[src/rtl/output_scheduler.sv]
// Round-robin scheduler sharing one serial emitter between NUM_REQ requesters.
// Latches the granted word, then runs the LOAD / EMIT / GAP handshake on emit_ready.
module output_scheduler #(
    parameter int unsigned OUTPUT_WIDTH = 16,
    parameter int unsigned NUM_REQ      = 4,
    parameter int unsigned GAP_CYCLES   = 1,
    localparam int unsigned OW = (NUM_REQ > 1) ? $clog2(NUM_REQ) : 1
) (
    input  logic                            fast_clk,
    input  logic                            reset,
    input  logic [NUM_REQ-1:0]              req,
    input  logic [NUM_REQ*OUTPUT_WIDTH-1:0] req_data,
    output logic [NUM_REQ-1:0]              grant,
    output logic [NUM_REQ-1:0]              done,
    output logic [OUTPUT_WIDTH-1:0]         emit_data,
    output logic                            emit_ready,
    output logic                            busy,
    output logic [OW-1:0]                   owner
);

    localparam int unsigned HOLD = OUTPUT_WIDTH + 1;
    localparam int unsigned HW   = $clog2(OUTPUT_WIDTH + 2);
    localparam int unsigned GW   = $clog2(GAP_CYCLES + 1);
    localparam int unsigned CW   = (HW > GW) ? HW : GW;

    typedef enum logic [1:0] {
        S_IDLE = 2'd0,
        S_LOAD = 2'd1,
        S_EMIT = 2'd2,
        S_GAP  = 2'd3
    } state_t;

    state_t            state;
    logic [OW-1:0]     ptr;
    logic [CW-1:0]     cnt;
    logic              pick_valid_c;
    logic [OW-1:0]     pick_idx_c;
    logic [OUTPUT_WIDTH-1:0] pick_data_c;

    // First asserted request at or above the pointer, wrapping around.
    always_comb begin
        int unsigned idx;
        pick_valid_c = 1'b0;
        pick_idx_c   = '0;
        idx          = 0;
        for (int unsigned k = 0; k < NUM_REQ; k++) begin
            idx = (32'(ptr) + k) % NUM_REQ;
            if (!pick_valid_c && req[OW'(idx)]) begin
                pick_valid_c = 1'b1;
                pick_idx_c   = OW'(idx);
            end
        end
    end

    always_comb begin
        pick_data_c = '0;
        for (int unsigned i = 0; i < NUM_REQ; i++) begin
            if (OW'(i) == pick_idx_c) begin
                pick_data_c = req_data[i*OUTPUT_WIDTH +: OUTPUT_WIDTH];
            end
        end
    end

    always_ff @(posedge fast_clk) begin
        if (!reset) begin
            state      <= S_IDLE;
            ptr        <= '0;
            cnt        <= '0;
            grant      <= '0;
            done       <= '0;
            emit_data  <= '0;
            emit_ready <= 1'b0;
            busy       <= 1'b0;
            owner      <= '0;
        end else begin
            done <= '0;
            case (state)
                S_IDLE: begin
                    if (pick_valid_c) begin
                        grant     <= NUM_REQ'(1) << pick_idx_c;
                        owner     <= pick_idx_c;
                        busy      <= 1'b1;
                        emit_data <= pick_data_c;
                        state     <= S_LOAD;
                    end
                end
                S_LOAD: begin
                    emit_ready <= 1'b1;
                    cnt        <= '0;
                    state      <= S_EMIT;
                end
                S_EMIT: begin
                    if (cnt == CW'(HOLD - 1)) begin
                        emit_ready <= 1'b0;
                        grant      <= '0;
                        done       <= grant;
                        ptr        <= (owner == OW'(NUM_REQ - 1)) ? '0 : owner + OW'(1);
                        cnt        <= '0;
                        state      <= S_GAP;
                    end else begin
                        cnt <= cnt + CW'(1);
                    end
                end
                S_GAP: begin
                    // Idle gap lets the emitter clear its bit counter.
                    if (cnt == CW'(GAP_CYCLES - 1)) begin
                        busy  <= 1'b0;
                        cnt   <= '0;
                        state <= S_IDLE;
                    end else begin
                        cnt <= cnt + CW'(1);
                    end
                end
                default: state <= S_IDLE;
            endcase
        end
    end

endmodule

[config.mk]
export PLATFORM = sky130hd
export DESIGN_NAME = output_scheduler
export DESIGN_NICKNAME = d
export VERILOG_FILES = /design/src/rtl/output_scheduler.sv
export SDC_FILE = /design/constraint.sdc
export NUM_CORES = 1
export LEC_CHECK = 0
export CAP_MARGIN = 0
export CORE_UTILIZATION = 39
export CTS_BUF_LIST = sky130_fd_sc_hd__clkbuf_4 sky130_fd_sc_hd__clkbuf_8
export DETAILED_ROUTE_END_ITERATION = 10
export GPL_TIMING_DRIVEN = 0
export PLACE_DENSITY = 0.76
export SKIP_LAST_GASP = 1
export SLEW_MARGIN = 30
export SYNTH_ARGS = -nofsm -noshare
export SYNTH_HDL_FRONTEND = slang
export SYNTH_SLANG_ARGS = --single-unit
[constraint.sdc]
create_clock -name fast_clk -period 4.4 [get_ports fast_clk]
set_input_delay 0.88 -clock fast_clk [delete_from_list [all_inputs] [get_ports fast_clk]]
set_output_delay 0.88 -clock fast_clk [all_outputs]
set_load 0.02 [all_outputs]
Word level (Yosys, flattened, before mapping)
Index checks and enable logic that the tools add are counted.
{"block": "word_totals", "register_bits": 37, "out_inout_bits": 28}
{"block": "classes", "addsub": 5, "order_cmp": 4, "n_eq_ne": 11, "shift": 1, "muxes": 36, "reduce_logical": 20}
{"operator": "16-bit 2-to-1 mux", "n": 4}
{"operator": "2-bit 2-to-1 mux", "n": 8}
{"operator": "5-bit one-hot mux with 3 select lines", "n": 1}
{"operator": "2-bit by 3-bit less-than comparator with 1-bit output (second input constant)", "n": 4}
{"operator": "3-bit AND reduction", "n": 4}
{"operator": "1-bit 2-to-1 mux", "n": 11}
{"operator": "5-bit 2-to-1 mux", "n": 2}
{"operator": "1-bit binary-select mux with 2-bit select", "n": 4}
{"operator": "4-bit 2-to-1 mux", "n": 2}
{"operator": "2-bit one-hot mux with 4 select lines", "n": 1}
{"operator": "4-bit one-hot mux with 2 select lines", "n": 1}
{"operator": "2-bit == test (second input constant)", "n": 3}
{"operator": "2-bit != test (second input constant)", "n": 3}
{"operator": "2-bit AND reduction", "n": 3}
{"operator": "2-bit nonzero test", "n": 3}
{"operator": "5-bit by 1-bit adder with 5-bit output (second input constant)", "n": 1}
{"operator": "5-bit == test (second input constant)", "n": 1}
{"operator": "5-bit logical NOT", "n": 1}
{"operator": "2-bit by 1-bit adder with 2-bit output (second input constant)", "n": 2}
{"operator": "2-bit adder (second input constant)", "n": 2}
{"operator": "2-bit == test (first input constant)", "n": 2}
{"operator": "2-bit logical NOT", "n": 2}
{"operator": "1-bit one-hot mux with 2 select lines", "n": 2}
{"operator": "1-bit by 2-bit << shifter with 4-bit output (first input constant)", "n": 1}
{"operator": "5 further kinds", "n": 9}

Depth between registers and ports, before layout
{"block": "logic_depth", "word_depth": 17, "depth_mapped": 8}

Worst setup path before layout
No wires, ideal clock.
{"block": "synth_timing", "path_type": "input-to-reg", "from": "in req[0]", "to": "reg emit_data[10]", "arrival_ps": 1985, "required_ps": 4272, "setup_slack_ps": 2287, "path_stages": 5, "cell_sequence": "or4_4 and3_4 nand2_4 buf_12 o221ai_2"}
{"block": "synth_via", "elab_chain_cells": 17, "word_cells_on_any_way": 31, "cone_classes": "eq/ne: 3; mux: 20; reduce/logical: 8"}
{"item": "start, declared", "line_no": "11", "rtl": "input logic [NUM_REQ-1:0] req,"}
{"item": "1-bit binary-select mux with 2-bit select", "line_no": "48", "rtl": "if (!pick_valid_c && req[OW'(idx)]) begin"}
{"item": "1-bit 2-to-1 mux (not written as such)", "line_no": "48"}
{"item": "1-bit 2-to-1 mux", "line_no": "48"}
{"item": "1-bit logical NOT", "line_no": "48"}
{"item": "1-bit logical AND", "line_no": "48"}
{"item": "1-bit 2-to-1 mux", "line_no": "48"}
{"item": "1-bit logical NOT", "line_no": "48"}
{"item": "1-bit logical AND", "line_no": "48"}
{"item": "1-bit 2-to-1 mux", "line_no": "48"}
{"item": "1-bit logical NOT", "line_no": "48"}
{"item": "1-bit logical AND", "line_no": "48"}
{"item": "2-bit 2-to-1 mux", "line_no": "48"}
{"item": "2-bit logical NOT", "line_no": "58", "rtl": "if (OW'(i) == pick_idx_c) begin"}
{"item": "16-bit 2-to-1 mux (4 in a row)", "line_no": "58"}
{"item": "end signal, assigned", "line_no": "83", "rtl": "emit_data <= pick_data_c;"}
{"item": "end, declared", "line_no": "15", "rtl": "output logic [OUTPUT_WIDTH-1:0] emit_data,"}
Several ways; a longest one is shown, not always the timed one. The select of a mux whose other input is x is not followed.
A chain may end at the register's enable or synchronous reset.

Worst setup path in the final report
{"block": "layout_timing", "from": "in req[0]", "to": "reg emit_data[6]"}
The elaborated chain is that of the path after synthesis.

==> out/results.tsv <==
metric	value	unit
Die X	76.3	microns
Syn Nets	289	
PortBufs	97	
critical path class	in -> reg	
antenna viol nets, final	0	
slowest CP cell	clkdlybuf4s50_1	
Syn Area/Cell	10.1	sq um
crit-path max FO	10	
CTS buffer count	5	
Die Y	76.3	microns
CP delay by family, top	buffers and inverters	
IO Count	98	
drt total wl	6.05	mm
PD cells	406	nW/um^2
post-synth design cell area	2150	sq um
Layout area overhead	53.5	%
# clock sinks	37	
reg2reg setup slack	2.52	ns
met2 routed WL	2.83	mm
Initial Util	0.413	
max-cap check violation count	0	
clk_lat worst skew	0.29	ns
worst path required time	4.57	ns
Post-CTS Resized	0	
met1 WL	2.75	mm
R2R cell count	8	
DIE AREA	5820	sq um
per-cell routed wire length	15.6	microns
via count	1929	
Least-Margin Pin Slew	0.509	ns
Core ar.	5200	sq um
cts hold-fix bufs	0	
most common cell after layout, fill and taps aside	clkdlybuf4s50_1	
dpl hpwl	4.71	mm
final setup violating endpoints	0	
Slew Viols, Final	0	
Cells after Synth	212	
pin count of the biggest net entering global routing	11	
VDD IR max	0.271	mV
status	finished, final reports clean	
synthesized flop and latch total	37	
met3 wire length	417	microns
DR pass1 iterations	4	
final setup skew	0.00346	ns
Startpoint Class	input port	
HP Class	reg -> reg	
RSZ-0062 raised after global routing	false	
Final Cell Area	3300	sq um
initial antenna violation count	0	
ys flop type	dfxtp_1	
first-pass GRT wire length	9.89	mm
clk root buf	clkbuf_8	
post-synthesis sequential area ratio	0.344	
vias in the first global route	1945	
final setup TNS	0	ns
WHS Path Cells	2	
arrival time at the worst endpoint	2.64	ns
htree depth	2	
ys async rst share	0	
nets	393	
Peak Freq	406	MHz
CTS tree	built	
Placed Cells	379	
area post-placement	3210	sq um
commonest non-fill, non-tap cells in the layout	97 x clkdlybuf4s50_1, 37 x dfxtp_1, 36 x mux2i_1	
RR Startpoint	ptr[1]	
Worst path most repeated cell	mux2i_1	
row cnt	26	
drt drc	0	
layout cell share with drive strength beyond 1	0.123	
Hold EP	emit_data[3]	
Fin. Hold Viols	0	
FF-to-FF End	emit_data[6]	
Slew headroom	0.661	
minimum clock period	2.46	ns
clock buffer depth	2	
Hold Startpoint	emit_data[3]	
post-CTS setup buffer count	0	
synth unique cells	44	
clock slew at reported path FFs	0.07	ns
pre-CTS WS	1.64	ns
CP peak stage delay	0.50	ns
first-iteration detailed-routing DRC count	65	
grt total ovfl	0	
LEAKAGE	0.00126	uW
final worst setup slack	1.94	ns
Worst Path Buf+Inv	3	
EDFF count, synth	0	
YS warnings	0	
CP Capture Type	flop	
final cell count without fillers	387	
worst path cell trace	clkdlybuf4s50_1 > mux2i_1 > nor2_1 > nor3_2 > buf_4 > buf_6 > mux2i_1 > o221ai_2	
antenna diode count	0	
Via density	4.98	
RD Place Congestion	0.816	
DR top layer	met4	
gr usage total	0.217	
crit share post-route	0.560	
==> routing by layer <==
layer / up-vias / global-route usage
met4: 0 / 0.0692
met3: 5 / 0.0587
li1: 972 / -
met2: 65 / 0.370
met5: - / 0
met1: 887 / 0.263
==> stage by stage <==
step                      utilization  hold WS, ns  total power [uW]
after floorplan                     -        0.476               834
after global placement          0.617        0.443              1090
after detailed placement        0.617        0.452              1100
after CTS                       0.634        0.469              1350
after global routing            0.634        0.494              1420
final                           0.634        0.468              1340
==> kinds of logic (layout without fill, tap and decap cells) <==
kind of cell | count (synthesis) | count (layout) | share of synthesized area
buffers and inverters | 23 | 128 | 0.0826
adders and majority gates | 7 | 7 | 0.0407
muxes | 37 | 37 | 0.173
and+or+nand+nor | 64 | 64 | 0.175
DFF | 37 | 37 | 0.344
AOI/OAI and AO/OA | 41 | 41 | 0.173
xor gates and xnor gates | 3 | 3 | 0.0122
==> Yosys cell counts (4+ instances only) <==
cell / number / area share
dfxtp_1: 37 / 0.34
mux2i_1: 36 / 0.17
nand2_1: 19 / 0.033
nor2b_1: 11 / 0.032
o221ai_2: 11 / 0.077
inv_1: 10 / 0.017
a21oi_1: 7 / 0.016
ha_1: 7 / 0.041
nor2_1: 7 / 0.012
and3_1: 5 / 0.015
o221ai_1: 5 / 0.020
a32oi_1: 4 / 0.016
clkbuf_1: 4 / 0.0070
==> state kept, by name, indices dropped and copies added, names as in the netlist <==
name	flops
emit_data	16
cnt	5
done	4
grant	4
owner	2
ptr	2
state	2
busy	1
emit_ready	1
==> how the worst max path moves through the flow <==
stage / from / to / slack [ns] / cells after the start
after detailed placement: req[0] / emit_data[8] / 1.64 / 8
after CTS: req[0] / emit_data[6] / 1.95 / 8
after floorplan: req[0] / emit_data[10] / 2.29 / 5
final: req[0] / emit_data[6] / 1.94 / 8
after global placement: req[0] / emit_data[6] / 1.65 / 8
after global routing: req[0] / emit_data[10] / 1.81 / 7
==> final cells by class <==
| type | instances | area, sq um |
|---|---|---|
| fill | 448 | 1900 |
| tap | 70 | 87.6 |
| timing repair buffer | 97 | 971 |
| multi-input combinational | 152 | 1230 |
| inverter | 10 | 37.5 |
| buffer | 13 | 140 |
| clock buffer | 8 | 91.3 |
| sequential | 37 | 741 |
==> where the power goes <==
group          leakage (uW)  switching [uW]  total [uW]  internal, uW
sequential         0.000303            46.2         458           412
clock             0.0000498             119         250           131
combinational      0.000904             317         633           317
==> worst reg2reg max path, stage by stage, from the launching register on <==
cell and delay (ns):
dfxtp_1 0.30, buf_2 0.17, mux2i_1 0.20, nor2_1 0.07, nor3_2 0.15, buf_4 0.23
buf_6 0.20, mux2i_1 0.31, o221ai_2 0.14
(Power assumes the default switching activity.)
